**src/rtl/mips_pipe_pkg.sv**
```systemverilog
// Shared field widths, control bit positions and helpers for the MIPS pipeline stages.
package mips_pipe_pkg;

    localparam int unsigned WB_W   = 2;
    localparam int unsigned M_W    = 2;
    localparam int unsigned EX_W   = 4;
    localparam int unsigned REG_W  = 5;
    localparam int unsigned DATA_W = 32;
    localparam int unsigned CNT_W  = 16;

    localparam int unsigned WB_REGWRITE = 1;
    localparam int unsigned WB_MEMTOREG = 0;
    localparam int unsigned M_MEMREAD   = 1;
    localparam int unsigned M_MEMWRITE  = 0;
    localparam int unsigned EX_REGDST   = 3;
    localparam int unsigned EX_ALUSRC   = 0;

    localparam int unsigned      CTRL_NOP = 0;
    localparam logic [REG_W-1:0] REG_ZERO = 5'd0;

    localparam logic [CNT_W-1:0] CNT_MAX = '1;

    // True when the WB write lands on the register being read in ID this cycle.
    function automatic logic wb_hit(input logic             we,
                                    input logic [REG_W-1:0] wreg,
                                    input logic [REG_W-1:0] rreg);
        return we && (wreg != REG_ZERO) && (wreg == rreg);
    endfunction

endpackage

```
**src/rtl/id_ex_stage_if.sv**
```systemverilog
// ID/WB inputs and EX-side outputs of the ID/EX stage; master drives ID/WB, slave is the stage.
interface id_ex_stage_if;
    import mips_pipe_pkg::*;

    logic              id_valid_i;
    logic [REG_W-1:0]  id_rs_i;
    logic [REG_W-1:0]  id_rt_i;
    logic [REG_W-1:0]  id_rd_i;
    logic [DATA_W-1:0] id_rs_data_i;
    logic [DATA_W-1:0] id_rt_data_i;
    logic [DATA_W-1:0] id_imm_i;
    logic [WB_W-1:0]   id_wb_i;
    logic [M_W-1:0]    id_m_i;
    logic [EX_W-1:0]   id_ex_i;

    logic              wb_reg_write_i;
    logic [REG_W-1:0]  wb_write_reg_i;
    logic [DATA_W-1:0] wb_data_i;

    logic              ex_valid_o;
    logic [REG_W-1:0]  ex_rs_o;
    logic [REG_W-1:0]  ex_rt_o;
    logic [REG_W-1:0]  ex_rd_o;
    logic [DATA_W-1:0] ex_rs_data_o;
    logic [DATA_W-1:0] ex_rt_data_o;
    logic [DATA_W-1:0] ex_imm_o;
    logic [WB_W-1:0]   ex_wb_o;
    logic [M_W-1:0]    ex_m_o;
    logic [EX_W-1:0]   ex_ex_o;

    modport master (
        output id_valid_i, id_rs_i, id_rt_i, id_rd_i, id_rs_data_i, id_rt_data_i, id_imm_i,
        output id_wb_i, id_m_i, id_ex_i, wb_reg_write_i, wb_write_reg_i, wb_data_i,
        input  ex_valid_o, ex_rs_o, ex_rt_o, ex_rd_o, ex_rs_data_o, ex_rt_data_o, ex_imm_o,
        input  ex_wb_o, ex_m_o, ex_ex_o
    );

    modport slave (
        input  id_valid_i, id_rs_i, id_rt_i, id_rd_i, id_rs_data_i, id_rt_data_i, id_imm_i,
        input  id_wb_i, id_m_i, id_ex_i, wb_reg_write_i, wb_write_reg_i, wb_data_i,
        output ex_valid_o, ex_rs_o, ex_rt_o, ex_rd_o, ex_rs_data_o, ex_rt_data_o, ex_imm_o,
        output ex_wb_o, ex_m_o, ex_ex_o
    );

endinterface

```
**src/rtl/load_use_detect.sv**
```systemverilog
// Combinational load-use hazard: a valid load in EX whose target is read by the ID instruction.
module load_use_detect
    import mips_pipe_pkg::*;
(
    input  logic             ex_valid_i,
    input  logic             ex_mem_read_i,
    input  logic [REG_W-1:0] ex_rt_i,
    input  logic             id_valid_i,
    input  logic [REG_W-1:0] id_rs_i,
    input  logic [REG_W-1:0] id_rt_i,
    output logic             hazard_o
);

    logic w_src_match;

    always_comb begin
        w_src_match = (ex_rt_i == id_rs_i) || (ex_rt_i == id_rt_i);
        hazard_o    = ex_valid_i && ex_mem_read_i && (ex_rt_i != REG_ZERO) && id_valid_i &&
                      w_src_match;
    end

endmodule

```
**src/rtl/id_ex_stage.sv**
```systemverilog
// ID/EX pipeline register with load-use stall, flush/hold handling, WB bypass and bubble counter.
module id_ex_stage
    import mips_pipe_pkg::*;
(
    input  logic             clk_i,
    input  logic             rst_i,
    input  logic             hold_i,
    input  logic             flush_i,
    id_ex_stage_if.slave     bus,
    output logic             stall_o,
    output logic             pc_write_o,
    output logic             if_id_write_o,
    output logic [CNT_W-1:0] bubble_cnt_o
);

    logic              r_ex_valid;
    logic [REG_W-1:0]  r_ex_rs;
    logic [REG_W-1:0]  r_ex_rt;
    logic [REG_W-1:0]  r_ex_rd;
    logic [DATA_W-1:0] r_ex_rs_data;
    logic [DATA_W-1:0] r_ex_rt_data;
    logic [DATA_W-1:0] r_ex_imm;
    logic [WB_W-1:0]   r_ex_wb;
    logic [M_W-1:0]    r_ex_m;
    logic [EX_W-1:0]   r_ex_ex;
    logic [CNT_W-1:0]  r_bubble_cnt;

    logic              w_hazard;
    logic              w_stall;
    logic              w_bubble;
    logic [DATA_W-1:0] w_rs_data;
    logic [DATA_W-1:0] w_rt_data;

    load_use_detect u_load_use_detect (
        .ex_valid_i    (r_ex_valid),
        .ex_mem_read_i (r_ex_m[M_MEMREAD]),
        .ex_rt_i       (r_ex_rt),
        .id_valid_i    (bus.id_valid_i),
        .id_rs_i       (bus.id_rs_i),
        .id_rt_i       (bus.id_rt_i),
        .hazard_o      (w_hazard)
    );

    // A flush already squashes the ID instruction, so it overrides the stall.
    always_comb begin
        w_stall   = w_hazard && !hold_i && !flush_i;
        w_bubble  = flush_i || w_stall;
        w_rs_data = wb_hit(bus.wb_reg_write_i, bus.wb_write_reg_i, bus.id_rs_i) ?
                    bus.wb_data_i : bus.id_rs_data_i;
        w_rt_data = wb_hit(bus.wb_reg_write_i, bus.wb_write_reg_i, bus.id_rt_i) ?
                    bus.wb_data_i : bus.id_rt_data_i;
    end

    always_ff @(posedge clk_i or negedge rst_i) begin
        if (!rst_i) begin
            r_ex_valid   <= 1'b0;
            r_ex_rs      <= REG_ZERO;
            r_ex_rt      <= REG_ZERO;
            r_ex_rd      <= REG_ZERO;
            r_ex_rs_data <= '0;
            r_ex_rt_data <= '0;
            r_ex_imm     <= '0;
            r_ex_wb      <= WB_W'(CTRL_NOP);
            r_ex_m       <= M_W'(CTRL_NOP);
            r_ex_ex      <= EX_W'(CTRL_NOP);
        end else if (!hold_i) begin
            if (w_bubble) begin
                r_ex_valid   <= 1'b0;
                r_ex_rs      <= REG_ZERO;
                r_ex_rt      <= REG_ZERO;
                r_ex_rd      <= REG_ZERO;
                r_ex_rs_data <= '0;
                r_ex_rt_data <= '0;
                r_ex_imm     <= '0;
                r_ex_wb      <= WB_W'(CTRL_NOP);
                r_ex_m       <= M_W'(CTRL_NOP);
                r_ex_ex      <= EX_W'(CTRL_NOP);
            end else begin
                r_ex_valid   <= bus.id_valid_i;
                r_ex_rs      <= bus.id_rs_i;
                r_ex_rt      <= bus.id_rt_i;
                r_ex_rd      <= bus.id_rd_i;
                r_ex_rs_data <= w_rs_data;
                r_ex_rt_data <= w_rt_data;
                r_ex_imm     <= bus.id_imm_i;
                r_ex_wb      <= bus.id_wb_i;
                r_ex_m       <= bus.id_m_i;
                r_ex_ex      <= bus.id_ex_i;
            end
        end
    end

    always_ff @(posedge clk_i or negedge rst_i) begin
        if (!rst_i) begin
            r_bubble_cnt <= '0;
        end else if (w_stall && (r_bubble_cnt != CNT_MAX)) begin
            r_bubble_cnt <= r_bubble_cnt + 1'b1;
        end
    end

    assign stall_o       = w_stall;
    assign pc_write_o    = !hold_i && !w_stall;
    assign if_id_write_o = !hold_i && !w_stall;
    assign bubble_cnt_o  = r_bubble_cnt;

    assign bus.ex_valid_o   = r_ex_valid;
    assign bus.ex_rs_o      = r_ex_rs;
    assign bus.ex_rt_o      = r_ex_rt;
    assign bus.ex_rd_o      = r_ex_rd;
    assign bus.ex_rs_data_o = r_ex_rs_data;
    assign bus.ex_rt_data_o = r_ex_rt_data;
    assign bus.ex_imm_o     = r_ex_imm;
    assign bus.ex_wb_o      = r_ex_wb;
    assign bus.ex_m_o       = r_ex_m;
    assign bus.ex_ex_o      = r_ex_ex;

endmodule

```
**src/flat_wrapper.sv**
```systemverilog
// flat-port wrapper written by rule: the top's interface ports become plain ports
module id_ex_stage_flat import mips_pipe_pkg::*;
  (clk_i, rst_i, hold_i, flush_i, stall_o, pc_write_o, if_id_write_o, bubble_cnt_o, bus_id_valid_i, bus_id_rs_i, bus_id_rt_i, bus_id_rd_i, bus_id_rs_data_i, bus_id_rt_data_i, bus_id_imm_i, bus_id_wb_i, bus_id_m_i, bus_id_ex_i, bus_wb_reg_write_i, bus_wb_write_reg_i, bus_wb_data_i, bus_ex_valid_o, bus_ex_rs_o, bus_ex_rt_o, bus_ex_rd_o, bus_ex_rs_data_o, bus_ex_rt_data_o, bus_ex_imm_o, bus_ex_wb_o, bus_ex_m_o, bus_ex_ex_o);
  id_ex_stage_if bus_i ();
  input  logic clk_i;
  input  logic rst_i;
  input  logic hold_i;
  input  logic flush_i;
  output logic stall_o;
  output logic pc_write_o;
  output logic if_id_write_o;
  output logic [CNT_W-1:0] bubble_cnt_o;
  input wire logic [$bits(bus_i.id_valid_i)-1:0] bus_id_valid_i;
  input wire logic [$bits(bus_i.id_rs_i)-1:0] bus_id_rs_i;
  input wire logic [$bits(bus_i.id_rt_i)-1:0] bus_id_rt_i;
  input wire logic [$bits(bus_i.id_rd_i)-1:0] bus_id_rd_i;
  input wire logic [$bits(bus_i.id_rs_data_i)-1:0] bus_id_rs_data_i;
  input wire logic [$bits(bus_i.id_rt_data_i)-1:0] bus_id_rt_data_i;
  input wire logic [$bits(bus_i.id_imm_i)-1:0] bus_id_imm_i;
  input wire logic [$bits(bus_i.id_wb_i)-1:0] bus_id_wb_i;
  input wire logic [$bits(bus_i.id_m_i)-1:0] bus_id_m_i;
  input wire logic [$bits(bus_i.id_ex_i)-1:0] bus_id_ex_i;
  input wire logic [$bits(bus_i.wb_reg_write_i)-1:0] bus_wb_reg_write_i;
  input wire logic [$bits(bus_i.wb_write_reg_i)-1:0] bus_wb_write_reg_i;
  input wire logic [$bits(bus_i.wb_data_i)-1:0] bus_wb_data_i;
  output wire logic [$bits(bus_i.ex_valid_o)-1:0] bus_ex_valid_o;
  output wire logic [$bits(bus_i.ex_rs_o)-1:0] bus_ex_rs_o;
  output wire logic [$bits(bus_i.ex_rt_o)-1:0] bus_ex_rt_o;
  output wire logic [$bits(bus_i.ex_rd_o)-1:0] bus_ex_rd_o;
  output wire logic [$bits(bus_i.ex_rs_data_o)-1:0] bus_ex_rs_data_o;
  output wire logic [$bits(bus_i.ex_rt_data_o)-1:0] bus_ex_rt_data_o;
  output wire logic [$bits(bus_i.ex_imm_o)-1:0] bus_ex_imm_o;
  output wire logic [$bits(bus_i.ex_wb_o)-1:0] bus_ex_wb_o;
  output wire logic [$bits(bus_i.ex_m_o)-1:0] bus_ex_m_o;
  output wire logic [$bits(bus_i.ex_ex_o)-1:0] bus_ex_ex_o;
  assign bus_i.id_valid_i = bus_id_valid_i;
  assign bus_i.id_rs_i = bus_id_rs_i;
  assign bus_i.id_rt_i = bus_id_rt_i;
  assign bus_i.id_rd_i = bus_id_rd_i;
  assign bus_i.id_rs_data_i = bus_id_rs_data_i;
  assign bus_i.id_rt_data_i = bus_id_rt_data_i;
  assign bus_i.id_imm_i = bus_id_imm_i;
  assign bus_i.id_wb_i = bus_id_wb_i;
  assign bus_i.id_m_i = bus_id_m_i;
  assign bus_i.id_ex_i = bus_id_ex_i;
  assign bus_i.wb_reg_write_i = bus_wb_reg_write_i;
  assign bus_i.wb_write_reg_i = bus_wb_write_reg_i;
  assign bus_i.wb_data_i = bus_wb_data_i;
  assign bus_ex_valid_o = bus_i.ex_valid_o;
  assign bus_ex_rs_o = bus_i.ex_rs_o;
  assign bus_ex_rt_o = bus_i.ex_rt_o;
  assign bus_ex_rd_o = bus_i.ex_rd_o;
  assign bus_ex_rs_data_o = bus_i.ex_rs_data_o;
  assign bus_ex_rt_data_o = bus_i.ex_rt_data_o;
  assign bus_ex_imm_o = bus_i.ex_imm_o;
  assign bus_ex_wb_o = bus_i.ex_wb_o;
  assign bus_ex_m_o = bus_i.ex_m_o;
  assign bus_ex_ex_o = bus_i.ex_ex_o;
  id_ex_stage u_core (.clk_i(clk_i), .rst_i(rst_i), .hold_i(hold_i), .flush_i(flush_i), .bus(bus_i), .stall_o(stall_o), .pc_write_o(pc_write_o), .if_id_write_o(if_id_write_o), .bubble_cnt_o(bubble_cnt_o));
endmodule
```
**config.mk**
```make
export PLATFORM = sky130hd
export DESIGN_NAME = id_ex_stage_flat
export DESIGN_NICKNAME = d
export VERILOG_FILES = /design/src/rtl/mips_pipe_pkg.sv /design/src/rtl/id_ex_stage_if.sv /design/src/rtl/load_use_detect.sv /design/src/rtl/id_ex_stage.sv /design/src/flat_wrapper.sv
export SDC_FILE = /design/constraint.sdc
export NUM_CORES = 1
export LEC_CHECK = 0
export CAP_MARGIN = 20
export CORE_ASPECT_RATIO = 2
export CORE_MARGIN = 2
export CORE_UTILIZATION = 23
export CTS_CLUSTER_SIZE = 28
export DETAILED_ROUTE_END_ITERATION = 7
export PLACE_DENSITY = 0.47
export REMOVE_ABC_BUFFERS = 1
export SYNTH_ARGS = -nofsm -noshare
export SYNTH_HDL_FRONTEND = slang
export SYNTH_SLANG_ARGS = --single-unit
```
**constraint.sdc**
```tcl
create_clock -name clk_i -period 2.46 [get_ports clk_i]
set_input_delay 0.369 -clock clk_i [delete_from_list [all_inputs] [get_ports clk_i]]
set_output_delay 0.369 -clock clk_i [all_outputs]
set_load 0.02 [all_outputs]
```
==> impl_metrics.py, run 1 <==
metrics = {
    "synthesis": {
        "synth-edff-count": 0,
        "synth.avg_cell_area_um2": 9.96,
        "yosysUniqueCellTypes": 37,
        "yosysSeqAreaShare": 0.539,
        "yosys.area_share.adder": 0.00198,
        "syn_inst": 634,
        "synth_top_family_by_area": "simple AND/OR/NAND/NOR gates",
        "synthSimpleGateAreaFrac": 0.158,
        "synth-seq-cells": 136,
        "yosys_warnings": 0,
        "synth_xor_area_frac": 0.0430,
        "synth_area_um2": 6310,
        "synthMuxAreaShare": 0.110,
        "async_flop_share": 1.00,
        "synth_compound_area_frac": 0.105,
        "synth_flop_cell": "dfrtp_1",
    },
    "grt": {
        "grt-ovfl-total": 0,
        "antenna_found_initial": 3,
        "track_usage": 0.169,
        "grt_pass1_wl_um": 35900,
        "grt_pass1_vias": 6057,
        "grt_max_degree": 177,
    },
    "worst_setup_path": {
        "r2r_slack_ns": 0.11,
        "r2r-start": "u_core.bus.ex_rt_o[2]",
        "worstPathArrival_ns": 2.10,
        "critPathLaunchType": "flop",
        "r2r_cells": 9,
        "crit_required_ns": 2.09,
        "end_kind": "output port",
        "crit_fanout": 5,
        "worstSetupPathType": "reg -> out",
        "r2r-end": "u_core.bubble_cnt_o[11]",
    },
    "hold_path": {
        "hold_start": "hold_i",
        "hold-path-cell-count": 3,
        "hold_class": "in -> reg",
        "worstHoldEndpoint": "u_core.bus.ex_valid_o",
    },
    "cts": {
        "numClockSinks": 136,
        "cts_tree": "yes",
        "cts_buffers": 17,
        "clk_path_buf_depth": 2,
        "path_clk_slew_ns": 0.06,
        "clockRootBuffer": "clkbuf_16",
        "clk_latency_ns": 0.44,
        "htreeDepth": 4,
    },
    "final_layout": {
        "fin_nets": 1133,
        "final_common_cell": "clkdlybuf4s50_1",
        "final_util": 0.394,
        "mostFrequentLayoutCells": "clkdlybuf4s50_1, nand2_1, dfrtp_1",
        "area_delta_synth_final_pct": 68.7,
        "drive_gt1_frac": 0.116,
    },
    "drt": {
        "ant_nets": 0,
        "vias": 5734,
        "post_drt_wl_per_cell_um": 17.8,
        "initialDrtViolationCount": 149,
        "dr.pass1.iters": 4,
        "routed_wl_um": 23800,
        "vias_per_cell": 4.30,
        "drcViolationCount": 0,
    },
    "timing": {
        "max-slew-margin-rel": 0.482,
        "timing.final.crit_share": 1.00,
        "final_hold_viol_count": 0,
        "rsz0062_at_grt": "yes",
        "worst_pin_slew_ns": 0.777,
        "skew_ns": 0.00756,
        "fin_ws_ns": -0.00542,
        "fmax_ghz": 0.406,
        "setup_viol": 1,
        "fin_crit_ns": 2.47,
        "whs_ns": 0.390,
        "maxSlewViolCount": 0,
    },
    "floorplanning": {
        "dieArea_um2": 28900,
        "rows": 85,
        "core-area_um2": 27000,
        "floorplan.initialDensity": 0.234,
        "die_h_um": 238,
        "die_w_um": 121,
        "io_pins": 301,
    },
    "run_status": {
        "violations": "negative setup slack",
        "status": "complete, but fails checks",
    },
    "placed_design": {
        "place.gp.congestion": 0.773,
        "io_buffers": 300,
        "hpwl_um": 17500,
    },
    "flow_run": {
        "max_cap_viol_count": 0,
    },
    "power_and_ir_drop": {
        "p_leak_nw": 4.33,
        "p_per_area_nw_per_um2": 592,
        "peakVddDrop_v": 0.000397,
    },
}
-- worst max-delay path, stage by stage, from the launching register on --
cell,delay (ns)
dfrtp_2,0.45
or4_4,0.55
o2111ai_4,0.20
or2_4,0.17
nor2_4,0.05
nor2_4,0.09
buf_4,0.15
-- cell type report --
class,instances,area [µm²]
antenna,2,5.00
multi-input combinational,456,2680
clock buffer,25,495
inverter,1,3.75
sequential,136,3410
clock inverter,7,67.6
timing repair buffer,358,3560
fill,2785,16400
tap,348,435
-- report_power, final --
part	switching [W]	internal, W
Clock	0.00101	0.00149
Sequential	0.0000893	0.00239
Combinational	0.000637	0.000681
-- synthesized netlist by cell type (2+ instances only) --
cell,count,share of area
and3_1,2,0.0020
nand3_1,7,0.0055
or4_1,2,0.0024
nor4_1,4,0.0040
nand2_1,187,0.11
xnor2_1,11,0.015
mux2_2,5,0.0089
o21ai_0,49,0.039
o21ai_1,71,0.056
buf_4,2,0.0024
nor3_1,2,0.0016
clkbuf_1,20,0.012
nor2_1,9,0.0054
xor2_1,20,0.028
buf_6,12,0.021
nor4_4,2,0.0067
buf_2,7,0.0055
nor4_2,2,0.0040
mux2i_1,64,0.10
nand4_1,3,0.0030
nor3_2,2,0.0032
dfrtp_1,136,0.54
-- state kept, by name, indices dropped and copies added, names as in the netlist --
register	cells
u_core.bus.ex_rt_data_o	32
u_core.bubble_cnt_o	16
u_core.bus.ex_wb_o	2
u_core.bus.ex_valid_o	1
u_core.bus.ex_rs_data_o	32
u_core.bus.ex_rt_o	5
u_core.bus.ex_imm_o	32
u_core.bus.ex_rd_o	5
u_core.bus.ex_rs_o	5
u_core.bus.ex_m_o	2
u_core.bus.ex_ex_o	4
-- per-layer routing --
layer  vias up  wire length (µm)  GRT usage
met5         -                13          0
met4         2               603     0.0770
met3        32              1050     0.0394
met2       151             13900      0.323
met1      2738              8230      0.169
li1       2811                 -          -
-- how the worst max path moves through the flow --
stage                               start            end  slack (ns)
floorplan           u_core.bus.ex_rt_o[1]  if_id_write_o       -0.26
global placement           bus_id_rs_i[2]        stall_o       -0.46
detailed placement         bus_id_rs_i[2]        stall_o       -0.47
CTS                 u_core.bus.ex_rt_o[2]  if_id_write_o       -0.09
global route        u_core.bus.ex_rt_o[2]     pc_write_o       -0.07
finish              u_core.bus.ex_rt_o[2]     pc_write_o      -0.005
-- cells by family (layout without fill, tap and decap cells) --
family / Yosys count / after routing
simple gates: 229 / 229
other cells: 0 / 2
flops: 136 / 136
xor+xnor: 31 / 31
compound gates: 126 / 126
buf+inv: 42 / 391
mux: 69 / 69
fa+ha+maj: 1 / 1
-- per-stage QoR --
step	cell area, µm²	setup TNS, ns	power (W)	cells	setup WS (ns)
after global routing	10700	-0.187	0.00662	1333	-0.0717
after CTS	10600	-0.218	0.00643	1327	-0.0856
after floorplan	6050	-12.42	0.00296	593	-0.256
after detailed placement	9980	-18.34	0.00385	1291	-0.474
after global placement	9980	-16.53	0.00385	1291	-0.461
final	10700	-0.00542	0.00630	1333	-0.00542
-- repair_timing --
item	in CTS	in global routing
pin swaps	4	9
cloned	0	0
hold buffers	1	0
endpoints found under the setup margin	3	18
gates resized for setup	18	6
buffers inserted	3	6
hold endpoints to repair	46	0
Note: power is estimated with default switching activity, not from simulation.
==> inputs of run 2 (changes only) <==
- CORE_UTILIZATION: 23 -> 35
- PLACE_DENSITY: 0.47 -> 0.67
==> impl_metrics.py, run 2 (synthesized netlist as in run 1, its figures left out) <==
metrics = {
    "worst_setup_path": {
        "worstPathArrival_ns": 2.03,
        "r2r-start": "u_core.bus.ex_rt_o[4]",
        "r2r_cells": 8,
        "critPathLaunchType": "flop",
        "cp-startpoint": "u_core.bus.ex_rt_o[4]",
        "crit_end": "if_id_write_o",
        "crit_fanout": 4,
        "r2r-end": "u_core.bubble_cnt_o[14]",
        "r2r_slack_ns": 0.28,
        "crit_required_ns": 2.09,
        "end_kind": "output port",
        "worstSetupPathType": "reg -> out",
    },
    "floorplanning": {
        "core-area_um2": 17700,
        "die_w_um": 99.0,
        "rows": 69,
        "dieArea_um2": 19200,
        "floorplan.initialDensity": 0.357,
        "io_pins": 301,
        "die_h_um": 194,
    },
    "drt": {
        "drcViolationCount": 0,
        "routed_wl_um": 20800,
        "vias_per_cell": 4.80,
        "post_drt_wl_per_cell_um": 17.6,
        "vias": 5660,
        "dr.pass1.iters": 5,
        "dr.max_layer_used": "met4",
        "m1WireLength_um": 7410,
        "wl_met3_um": 840,
        "met2_length_um": 11700,
        "initialDrtViolationCount": 105,
        "ant_nets": 0,
    },
    "cts": {
        "clk_latency_ns": 0.42,
        "path_clk_slew_ns": 0.05,
        "clockRootBuffer": "clkbuf_16",
        "cts_buffers": 17,
        "htreeDepth": 4,
        "numClockSinks": 136,
        "clk_path_buf_depth": 2,
        "cts_tree": "yes",
    },
    "placed_design": {
        "io_buffers": 300,
        "place.gp.congestion": 0.838,
        "hpwl_um": 15400,
        "dp_slack_ns": -0.281,
    },
    "final_layout": {
        "drive_gt1_frac": 0.103,
        "mostFrequentLayoutCells": "clkdlybuf4s50_1, nand2_1, dfrtp_1",
        "diodes": 0,
        "fin_nets": 1124,
        "final_common_cell": "clkdlybuf4s50_1",
        "final_util": 0.585,
        "area_delta_synth_final_pct": 64.0,
    },
    "grt": {
        "track_usage": 0.224,
        "grt_pass1_vias": 6023,
        "grt_pass1_wl_um": 33100,
        "antenna_found_initial": 0,
        "grt_max_degree": 178,
        "grt-ovfl-total": 0,
    },
    "timing": {
        "max-slew-margin-rel": 0.473,
        "rsz0062_at_grt": "yes",
        "fin_crit_ns": 2.40,
        "skew_ns": 0.00807,
        "fmax_ghz": 0.417,
        "fin_ws_ns": 0.0643,
        "final_hold_viol_count": 0,
        "timing.final.crit_share": 0.974,
        "setup_viol": 0,
        "worst_pin_slew_ns": 0.785,
        "maxSlewViolCount": 0,
    },
    "run_status": {
        "status": "finished clean",
    },
    "power_and_ir_drop": {
        "p_per_area_nw_per_um2": 585,
        "p_leak_nw": 4.27,
        "peakVddDrop_v": 0.000425,
    },
    "flow_run": {
        "max_cap_viol_count": 0,
    },
    "hold_path": {
        "hold_class": "in -> reg",
    },
}
==> run 2: cell count changes in the layout (fill, tap and decap cells not counted), moves of 2 or more <==
| cell | delta |
|---|---|
| buf_6 | +2 |
| dfrtp_2 | -2 |
| dfrtp_1 | +2 |
| buf_4 | -11 |
| diode_2 | -2 |
| clkbuf_1 | -4 |
==> run 2: layout make-up <==
class                   instances  area (µm²)
clock buffers                  21         480
clock inverters                 4        25.0
fillers                      1546        7340
inverters                       1        3.75
multi-input cells             456        2680
flip-flops and latches        136        3400
well taps                     213         267
repair buffers                349        3500
==> run 2: worst max-delay path, cell delays in order (launching register included) <==
cell	delay (ns)
dfrtp_1	0.39
buf_6	0.13
xor2_1	0.16
nor3_2	0.20
a22oi_2	0.13
or2_4	0.26
nor2_4	0.14
nor2_4	0.05
buf_6	0.16
==> run 2: repair_timing <==
item | 4_1_cts | 5_1_grt
hold buffers | 1 | 0
endpoints found under the setup margin | 3 | 3
hold endpoints to repair | 54 | 0
pin swaps | 0 | 5
buffers inserted | 0 | 2
gates resized for setup | 14 | 10
cloned | 0 | 0
==> run 2: worst min path at each step <==
stage	start	cells after the start	to	slack, ns
3_5_place_dp	rst_i	1	u_core.bus.ex_rd_o[3]	0.39
3_3_place_gp	rst_i	1	u_core.bus.ex_rd_o[3]	0.39
2_1_floorplan	rst_i	0	u_core.bubble_cnt_o[0]	0.07
4_1_cts	hold_i	3	u_core.bus.ex_valid_o	0.33
5_1_grt	hold_i	3	u_core.bus.ex_valid_o	0.36
6_report	hold_i	3	u_core.bus.ex_valid_o	0.37
==> run 2: power by group <==
group	internal [W]	leakage, nW	total, W	switching [W]
Combinational	0.000675	2.24	0.00130	0.000620
Clock	0.00135	0.246	0.00227	0.000925
Sequential	0.00239	1.79	0.00248	0.0000893
Total	0.00442	4.27	0.00605	0.00163
==> run 2: stage by stage <==
stage | hold slack [ns] | total power [W] | area [µm²] | instances | TNS [ns]
after floorplan | 0.0734 | 0.00296 | 6050 | 593 | -12.42
after global placement | 0.390 | 0.00380 | 9790 | 1152 | -4.22
after detailed placement | 0.392 | 0.00382 | 9790 | 1152 | -5.41
after CTS | 0.331 | 0.00611 | 10300 | 1178 | -0.00372
after global routing | 0.357 | 0.00630 | 10400 | 1180 | -0.0573
final | 0.373 | 0.00605 | 10400 | 1180 | 0
==> run 2: routing by layer <==
metal	track usage	vias to the layer above
li1	-	2777
met1	0.236	2675
met4	0.106	0
met5	0	-
met2	0.413	164
met3	0.0461	44
